File: src/rtl/step_sequencer_pkg.sv
// Shared constants and state encoding for the step sequencer and its pattern store.
package step_sequencer_pkg;

    localparam int NSTEPS   = 16;
    localparam int TICK_W   = 24;
    localparam int NOTE_W   = 8;
    localparam int REST_BIT = NOTE_W;

    typedef enum logic {
        IDLE = 1'b0,
        PLAY = 1'b1
    } seq_state_e;

endpackage

File: src/rtl/seq_pattern_ram.sv
// Pattern register file: one synchronous write port, one combinational read port.
// Reset fills every entry with a rest so an unprogrammed pattern stays silent.
module seq_pattern_ram #(
    parameter int NSTEPS = 16,
    parameter int WIDTH  = 9
) (
    input  logic                      clk_i,
    input  logic                      rst_i,
    input  logic                      wr_en_i,
    input  logic [$clog2(NSTEPS)-1:0] wr_addr_i,
    input  logic [WIDTH-1:0]          wr_data_i,
    input  logic [$clog2(NSTEPS)-1:0] rd_addr_i,
    output logic [WIDTH-1:0]          rd_data_o
);

    localparam logic [WIDTH-1:0] REST_WORD = {1'b1, {(WIDTH-1){1'b0}}};

    logic [WIDTH-1:0] mem_q [NSTEPS];

    always_ff @(posedge clk_i) begin
        if (rst_i) begin
            for (int i = 0; i < NSTEPS; i++) begin
                mem_q[i] <= REST_WORD;
            end
        end else if (wr_en_i) begin
            mem_q[wr_addr_i] <= wr_data_i;
        end
    end

    // A same-cycle read of the entry being written sees the old contents.
    assign rd_data_o = mem_q[rd_addr_i];

endmodule

File: src/rtl/step_sequencer.sv
// Pattern step sequencer: walks a programmable note pattern at a tick-based tempo
// and drives the synth gate (trig) and oscillator half-period (osc_count).
module step_sequencer #(
    parameter int NSTEPS = step_sequencer_pkg::NSTEPS,
    parameter int TICK_W = step_sequencer_pkg::TICK_W,
    parameter int NOTE_W = step_sequencer_pkg::NOTE_W
) (
    input  logic                      clk,
    input  logic                      rst,
    input  logic                      run,
    input  logic [$clog2(NSTEPS)-1:0] seq_len,
    input  logic [TICK_W-1:0]         tempo_div,
    input  logic [TICK_W-1:0]         gate_len,
    input  logic                      wr_en,
    input  logic [$clog2(NSTEPS)-1:0] wr_addr,
    input  logic [NOTE_W:0]           wr_data,
    output logic                      trig,
    output logic [NOTE_W-1:0]         osc_count,
    output logic [$clog2(NSTEPS)-1:0] step,
    output logic                      step_strobe,
    output logic                      busy
);

    import step_sequencer_pkg::*;

    localparam int STEP_W = $clog2(NSTEPS);

    seq_state_e          state_q;
    logic [TICK_W-1:0]   tick_q;
    logic [STEP_W-1:0]   step_q;
    logic [NOTE_W-1:0]   osc_q;
    logic                rest_q;
    logic                trig_q;
    logic                strobe_q;
    logic                busy_q;

    logic [TICK_W-1:0]   tickLast;
    logic [TICK_W-1:0]   gateTicks;
    logic [TICK_W-1:0]   tickInc;
    logic                atStepEnd;
    logic [STEP_W-1:0]   step_d;
    logic [STEP_W-1:0]   rdAddr;
    logic [NOTE_W:0]     rdData;
    logic                rdRest;

    seq_pattern_ram #(
        .NSTEPS (NSTEPS),
        .WIDTH  (NOTE_W + 1)
    ) u_pattern (
        .clk_i     (clk),
        .rst_i     (rst),
        .wr_en_i   (wr_en),
        .wr_addr_i (wr_addr),
        .wr_data_i (wr_data),
        .rd_addr_i (rdAddr),
        .rd_data_o (rdData)
    );

    // Gate is capped at T-1 so trig always drops for at least one cycle per step.
    always_comb begin
        tickLast  = (tempo_div < TICK_W'(2)) ? TICK_W'(1) : (tempo_div - TICK_W'(1));
        gateTicks = (gate_len < tickLast) ? gate_len : tickLast;
        tickInc   = tick_q + TICK_W'(1);
        atStepEnd = (tick_q >= tickLast);
        step_d    = (step_q >= seq_len) ? '0 : (step_q + STEP_W'(1));
        rdAddr    = (state_q == PLAY) ? step_d : '0;
        rdRest    = rdData[NOTE_W];
    end

    always_ff @(posedge clk) begin
        if (rst) begin
            state_q  <= IDLE;
            tick_q   <= '0;
            step_q   <= '0;
            osc_q    <= '0;
            rest_q   <= 1'b0;
            trig_q   <= 1'b0;
            strobe_q <= 1'b0;
            busy_q   <= 1'b0;
        end else begin
            case (state_q)
                IDLE: begin
                    strobe_q <= 1'b0;
                    trig_q   <= 1'b0;
                    if (run) begin
                        state_q  <= PLAY;
                        step_q   <= '0;
                        tick_q   <= '0;
                        strobe_q <= 1'b1;
                        busy_q   <= 1'b1;
                        osc_q    <= rdData[NOTE_W-1:0];
                        rest_q   <= rdRest;
                        trig_q   <= (gateTicks != '0) && !rdRest;
                    end
                end
                PLAY: begin
                    if (!run) begin
                        state_q  <= IDLE;
                        trig_q   <= 1'b0;
                        busy_q   <= 1'b0;
                        step_q   <= '0;
                        tick_q   <= '0;
                        strobe_q <= 1'b0;
                    end else if (atStepEnd) begin
                        // Note and rest flag are only sampled here, at the start of a step.
                        step_q   <= step_d;
                        tick_q   <= '0;
                        strobe_q <= 1'b1;
                        osc_q    <= rdData[NOTE_W-1:0];
                        rest_q   <= rdRest;
                        trig_q   <= (gateTicks != '0) && !rdRest;
                    end else begin
                        tick_q   <= tickInc;
                        strobe_q <= 1'b0;
                        trig_q   <= (tickInc < gateTicks) && !rest_q;
                    end
                end
                default: begin
                    state_q <= IDLE;
                end
            endcase
        end
    end

    assign trig        = trig_q;
    assign osc_count   = osc_q;
    assign step        = step_q;
    assign step_strobe = strobe_q;
    assign busy        = busy_q;

endmodule

File: config.mk
export PLATFORM = sky130hd
export DESIGN_NAME = step_sequencer
export DESIGN_NICKNAME = d
export VERILOG_FILES = /design/src/rtl/step_sequencer_pkg.sv /design/src/rtl/seq_pattern_ram.sv /design/src/rtl/step_sequencer.sv
export SDC_FILE = /design/constraint.sdc
export NUM_CORES = 1
export LEC_CHECK = 0
export CORE_ASPECT_RATIO = 2
export CORE_UTILIZATION = 45
export CTS_CLUSTER_DIAMETER = 30
export DETAILED_ROUTE_END_ITERATION = 8
export HOLD_SLACK_MARGIN = 0.06
export PLACE_DENSITY = 0.66
export SYNTH_ARGS = -nofsm -noshare
export SYNTH_HDL_FRONTEND = slang
export SYNTH_SLANG_ARGS = --single-unit
File: constraint.sdc
create_clock -name clk -period 6.7 [get_ports clk]
set_clock_uncertainty 0.2 [all_clocks]
set_input_delay 1.675 -clock clk [delete_from_list [all_inputs] [get_ports clk]]
set_output_delay 1.675 -clock clk [all_outputs]
set_load 0.02 [all_outputs]
==> Word level (Yosys, flattened, before mapping) <==
Memory sizes are Yosys's and may differ from the RTL's.
Cells that the tools add are included.
{ "classes": {"add_sub_neg": 3, "n_mul": 0, "div": 0, "order_cmp": 5, "eq_ne": 5, "shifts": 0, "n_mux": 39, "n_bitwise": 1, "reduce_logical": 9} }
{ "ops": {"columns": ["operator", "count"], "rows": [
  ["$mux W24", 5],
  ["$lt A24 B24 Y1", 2],
  ["$pmux W24 S2", 1],
  ["$add A24 B1 Y24 const B", 1],
  ["$ge A24 B24 Y1", 1],
  ["$lt A24 B2 Y1 const B", 1],
  ["$mux W4", 6],
  ["$mux W8", 3],
  ["$reduce_bool A24 Y1", 1],
  ["$sub A24 B1 Y24 const B", 1],
  ["$mux W1", 17],
  ["$pmux W8 S2", 1],
  ["$mux W9", 1],
  ["$reduce_or A9 Y1", 1],
  ["$pmux W1 S2", 4],
  ["$pmux W4 S2", 1],
  ["$ne A2 B2 Y1 const B", 3],
  ["$add A4 B1 Y4 const B", 1],
  ["$ge A4 B4 Y1", 1],
  ["$reduce_and A2 Y1", 2],
  ["$ne A3 B2 Y1 const B", 1],
  ["$reduce_and A3 Y1", 1],
  ["$logic_and A1 B1 Y1", 2],
  ["$logic_not A1 Y1", 2],
  ["2 further kinds", 2]
]} }
{ "word_totals": {"regBits": 41, "latch_bits": 0, "ramBits": 144, "mem_bits_ro": 0, "input_bits": 69, "output_inout_bits": 15, "mem_count": 1} }
{ "memory_table": {"columns": ["memory", "depth", "word_bits", "rd", "rd_clocked_by_memory_dff", "write_ports", "line", "rtl"], "rows": [
  ["u_pattern.mem_q", 16, 9, 1, 0, 16, "seq_pattern_ram.sv:18", "logic [WIDTH-1:0] mem_q [NSTEPS];"]
]} }

==> Depth between registers and ports, before layout <==
{ "depth": {"depth_word": 9, "mapped_depth": 25, "ltp_nobuf": 22} }

==> Hierarchy <==
From an unflattened synthesis, not the netlist that was laid out.
{ "hier_totals": {"hier_cells": 1022, "hier_area_um2": 11333.4} }
{ "modules_own_cells": {"columns": ["mod", "n_inst", "cells_per_inst", "area_each_um2"], "rows": [
  ["seq_pattern_ram", 1, 417, 6597.6],
  ["step_sequencer", 1, 605, 4735.8]
]} }

==> Least setup slack after synthesis <==
Ideal clock, no wire load.
{ "synth_timing": {"path_kind": "input -> register", "start": "input tempo_div[12]", "end": "register trig_q (netlist: trig)", "arrival_ps": 6410, "required_ps": 6373, "setup_slack_ps": -37, "stages": 22, "path_buffers": 3, "cell_sequence": "or3_4 > or4b_1 > buf_4 > nor4_4 > mux2i_1 > ha_1 > a21oi_1 > nand2_1 > a221oi_1 > o211ai_1 > nor2_4 > buf_6 > buf_2 > a21oi_1 > ha_1 > nand4_1 > nor2_1 > nand4_1 > a2111oi_0 > o2111ai_1 > a31oi_1 > o32ai_1"} }
{ "synth_between": {"elab_chain_cells": 9, "word_cells_on_any_way": 14} }
{ "synth_rtl": {"columns": ["item", "line", "rtl"], "rows": [
  ["start: declaration", "step_sequencer.sv:12", "input logic [TICK_W-1:0] tempo_div,"],
  ["$sub A24 B1 Y24 / $lt A24 B2 Y1 (equally long branches)", "step_sequencer.sv:61", "tickLast = (tempo_div < TICK_W'(2)) ? TICK_W'(1) : (tempo_div - TICK_W'(1));"],
  ["$mux W24 (*)", "step_sequencer.sv:61", null],
  ["$lt A24 B24 Y1", "step_sequencer.sv:62", "gateTicks = (gate_len < tickLast) ? gate_len : tickLast;"],
  ["$mux W24", "step_sequencer.sv:62", null],
  ["$lt A24 B24 Y1 / $reduce_bool A24 Y1 (equally long branches)", "step_sequencer.sv:115, step_sequencer.sv:93, step_sequencer.sv:111", null],
  ["$logic_and A1 B1 Y1, on equally long branches", "step_sequencer.sv:115, step_sequencer.sv:93, step_sequencer.sv:111", null],
  ["$mux W1", "step_sequencer.sv:104", "end else if (atStepEnd) begin"],
  ["$mux W1", "step_sequencer.sv:97", "if (!run) begin"],
  ["$pmux W1 S2 (*)", "step_sequencer.sv:81", "case (state_q)"],
  ["end signal: assignment", "step_sequencer.sv:93", "trig_q <= (gateTicks != '0) && !rdRest;"],
  ["end signal: assignment", "step_sequencer.sv:111", "trig_q <= (gateTicks != '0) && !rdRest;"],
  ["end signal: assignment", "step_sequencer.sv:115", "trig_q <= (tickInc < gateTicks) && !rest_q;"],
  ["end: declaration", "step_sequencer.sv:33", "logic trig_q;"]
]} }
Mark *: on every way between the ends. The rest lies on a longest branch, timed or not.
A chain may end at the register's enable or synchronous reset.

==> Final worst setup path <==
{ "layout_timing": {"start": "input tempo_div[19]", "end": "register trig_q (netlist: trig)"} }
The elaborated chain is that of the path after synthesis.

==> impl_metrics.env <==
export IMPL_gpl_final_weighted_congestion=0.9794
export IMPL_setup_viol=0
export IMPL_powerDensity_nw_per_um2=188.8
export IMPL_synth_top_cell_area_share_pct=37.60
export IMPL_critPathCaptureType="flip-flop"
export IMPL_cpPeakStageDelay_ns=0.50
export IMPL_hold_path_class="flip-flop to flip-flop"
export IMPL_antenna_found_initial=0
export IMPL_seqPwrFrac_pct=48.3
export IMPL_cts_max_level=4
export IMPL_synth_cell_types=72
export IMPL_max_cap_violations=0
export IMPL_ant_nets=0
export IMPL_dp_cells=1604
export IMPL_clk_latency_ns=0.43
export IMPL_synth_edf_count=144
export IMPL_synth_common_cells="edfxtp_1 (144), and2_1 (136), nand2_1 (104)"
export IMPL_p_int_mw=1.982
export IMPL_drtIter0Drc=499
export IMPL_comb_power_share_pct=16.6
export IMPL_path_buf_inv=3
export IMPL_crit_arrival_ns=6.70
export IMPL_clkSinkCount=185
export IMPL_synth_area_leaders="edfxtp_1 (38%), ha_1 (8.7%), and2_1 (7.4%)"
export IMPL_fp_dieArea_um2=26240
export IMPL_totalPowerFinal_mw=2.714
export IMPL_holdWs_ns=0.2786
export IMPL_cts_buffers=17
export IMPL_clockBufferDepth=2
export IMPL_drive_gt1_share_pct=18.94
export IMPL_syn_area_um2=11500
export IMPL_critical_path_top_delay_family="compound AO/OA/AOI/OAI gates"
export IMPL_finalNonFillerCells=1652
export IMPL_utilization_pct=57.43
export IMPL_synth_seq_cells=185
export IMPL_root_buffer="clkbuf_16"
export IMPL_synth_flop_cell="edfxtp_1"
export IMPL_path_max_fanout=8
export IMPL_core_area_um2=25030
export IMPL_cts_tree="built"
export IMPL_dpl_cell_area_um2=13440
export IMPL_clkSlewWorstSetupHoldPaths_ns=0.07
export IMPL_drt_wl_total_um=33790
export IMPL_required_ns=6.81
export IMPL_yosysWarningCount=0
export IMPL_grt_usage_pct=26.81
export IMPL_dpl_worst_slack_ns=-0.6449
export IMPL_grt_pass1_vias=9581
export IMPL_path_cells="clkdlybuf4s50_1, nor3_2, or4b_4, buf_8, nor4_4, mux2i_1, ha_1, a21oi_1, nand2_1, a221oi_2, o211ai_1, buf_4, o21ai_0, o31ai_1, ha_1, nand4_1, nor2_2, nand4_1, a2111oi_4, o2111ai_2, a31oi_1, o32ai_2"
export IMPL_overflow=0
export IMPL_peakVddDrop_v=0.0002268
export IMPL_slew_violations=0
export IMPL_worstSetupStartpointType="input pin"
export IMPL_hpwlAfterDp_um=26250
export IMPL_finalWorstSetupSlack_ns=0.1141
export IMPL_grt_pass1_wl_um=51690
export IMPL_critPathKind="input pin to flip-flop"
export IMPL_period_needed_ns=6.586
export IMPL_io_buffers=83
export IMPL_via_per_inst=5.596
export IMPL_start_util_pct=45.94
export IMPL_async_flop_share_pct=0
export IMPL_drc_errors=0
export IMPL_fin_setup_tns_ns=0
export IMPL_fin_crit_sh_pct=98.30
export IMPL_p_switching_uw=732.5
export IMPL_syn_num_nets=1270
export IMPL_synthToLayoutAreaGrowth_pct=25.01
export IMPL_power_switching_share_pct=26.99
export IMPL_rows=82
export IMPL_power_leakage_nw=5.644
export IMPL_relSlewSlack_pct=39.91
export IMPL_crit_path_top_delay_cell="or4b_4"
export IMPL_synth_top_cell_by_area="edfxtp_1"
export IMPL_dr_pass1_iters=7
export IMPL_io_pins=84
export IMPL_layout_nets=1451
export IMPL_synth_cells=1121
export IMPL_vias=9244
export IMPL_synth_seq_area_share_pct=44.73
export IMPL_status="finished clean"
export IMPL_hold_viol=0
export IMPL_die_h_um=228.1
export IMPL_avgSynthCellArea_um2=10.26
export IMPL_worst_pin_slew_ns=0.8931
export IMPL_grt_max_degree=45
export IMPL_postLayoutCellArea_um2=14380
export IMPL_power_share_clock_pct=35.1
export IMPL_die_x_um=115.0
export IMPL_wl_per_cell_um=20.45
export IMPL_max_freq_ghz=0.1518
export IMPL_synth_most_common_cell="edfxtp_1"
state kept, by name, summed over array words and instances, names as in the netlist:
| signal | cells |
|---|---|
| u_pattern.mem_q | 144 |
| tick_q | 24 |
| osc_count | 8 |
| step | 4 |
| busy | 1 |
| rest_q | 1 |
| state_q | 1 |
| step_strobe | 1 |
| trig | 1 |
worst register-to-register path, stage by stage, from the launching register on:
cell	delay, ns
dfxtp_1	0.49
ha_1	0.29
and2_1	0.23
nand3_1	0.25
nor4_1	0.84
and3_1	0.35
xor2_1	0.10
ha_1	0.30
nand4_1	0.15
nor2_2	0.15
nand4_1	0.24
a2111oi_4	0.43
o2111ai_2	0.16
a31oi_1	0.21
o32ai_2	0.11
cells by family after synthesis:
family          Yosys count  synth area share (%)
xor+xnor                 36                 2.741
flops                   185                 44.73
fa+ha+maj                80                 8.703
mux                      26                 4.167
compound gates          210                 12.38
simple gates            505                 24.35
buf+inv                  79                 2.926
path summary, 6_finish.rpt:
path                                  start                   endpoint  slack [ns]  cells past startpoint
setup / recovery              tempo_div[19]            trig$_SDFF_PP0_        0.11                     22
setup reg to reg     tick_q[0]$_SDFFE_PP0P_            trig$_SDFF_PP0_        2.10                     14
hold / removal    osc_count[7]$_SDFFE_PP0P_  osc_count[7]$_SDFFE_PP0P_        0.28                      2
hold reg to reg   osc_count[7]$_SDFFE_PP0P_  osc_count[7]$_SDFFE_PP0P_        0.28                      2
metal layers:
| metal | vias to the layer above | share of wire [%] | GRT usage, % |
|---|---|---|---|
| met2 | 270 | 56 | 51.62 |
| met4 | 0 | 9.4 | 21.63 |
| met3 | 115 | 4.0 | 4.676 |
| li1 | 4506 | - | - |
| met1 | 4353 | 31 | 23.00 |
| met5 | - | 0 | 0 |
repair_timing:
action | 4_1_cts | 5_1_grt
buffers inserted | 2 | 12
pin swaps | 5 | 30
gates cloned | 0 | 1
endpoints found under the setup margin | 1 | 1
hold buffers | 0 | 0
gates resized for setup | 5 | 48
power groups by stage:
stage          Clock [mW]  Combinational, mW  Sequential, mW
6_report            0.953              0.450            1.31
5_1_grt              1.01              0.488            1.32
4_1_cts             0.964              0.427            1.31
3_5_place_dp            0              0.422            1.34
3_3_place_gp            0              0.416            1.33
2_1_floorplan           0              0.209            1.34
area by class of cell:
cell class                 instances  area (um^2)
tap                              336        420.4
fill                            2182        10660
antenna                            1        2.502
multi-input combinational        857         6222
clock inverter                    15        132.6
clock buffer                      17        425.4
sequential                       185         5146
timing repair buffer             211         1916
inverter                          30        112.6
cells in the final DEF, fill, tap and decap left out, types with 13 or more instances in the layout:
cell / Yosys / layout
edfxtp_1: 144 / 144
and2_1: 136 / 136
buf_4: 1 / 120
nand2_1: 104 / 102
ha_1: 80 / 77
nor2_1: 77 / 73
clkdlybuf4s50_1: 0 / 67
a21oi_1: 51 / 49
dfxtp_1: 41 / 40
o21ai_0: 33 / 32
inv_1: 29 / 28
or3_1: 27 / 27
nand3_1: 25 / 25
xnor2_1: 22 / 22
or2_2: 22 / 21
nand2b_1: 20 / 20
clkbuf_16: 0 / 18
mux4_2: 17 / 17
nor3_1: 18 / 16
a22oi_1: 16 / 16
a221oi_1: 17 / 16
dlymetal6s2s_1: 0 / 15
xor2_1: 14 / 14
nand4_1: 13 / 13
(Power assumes the default switching activity.)
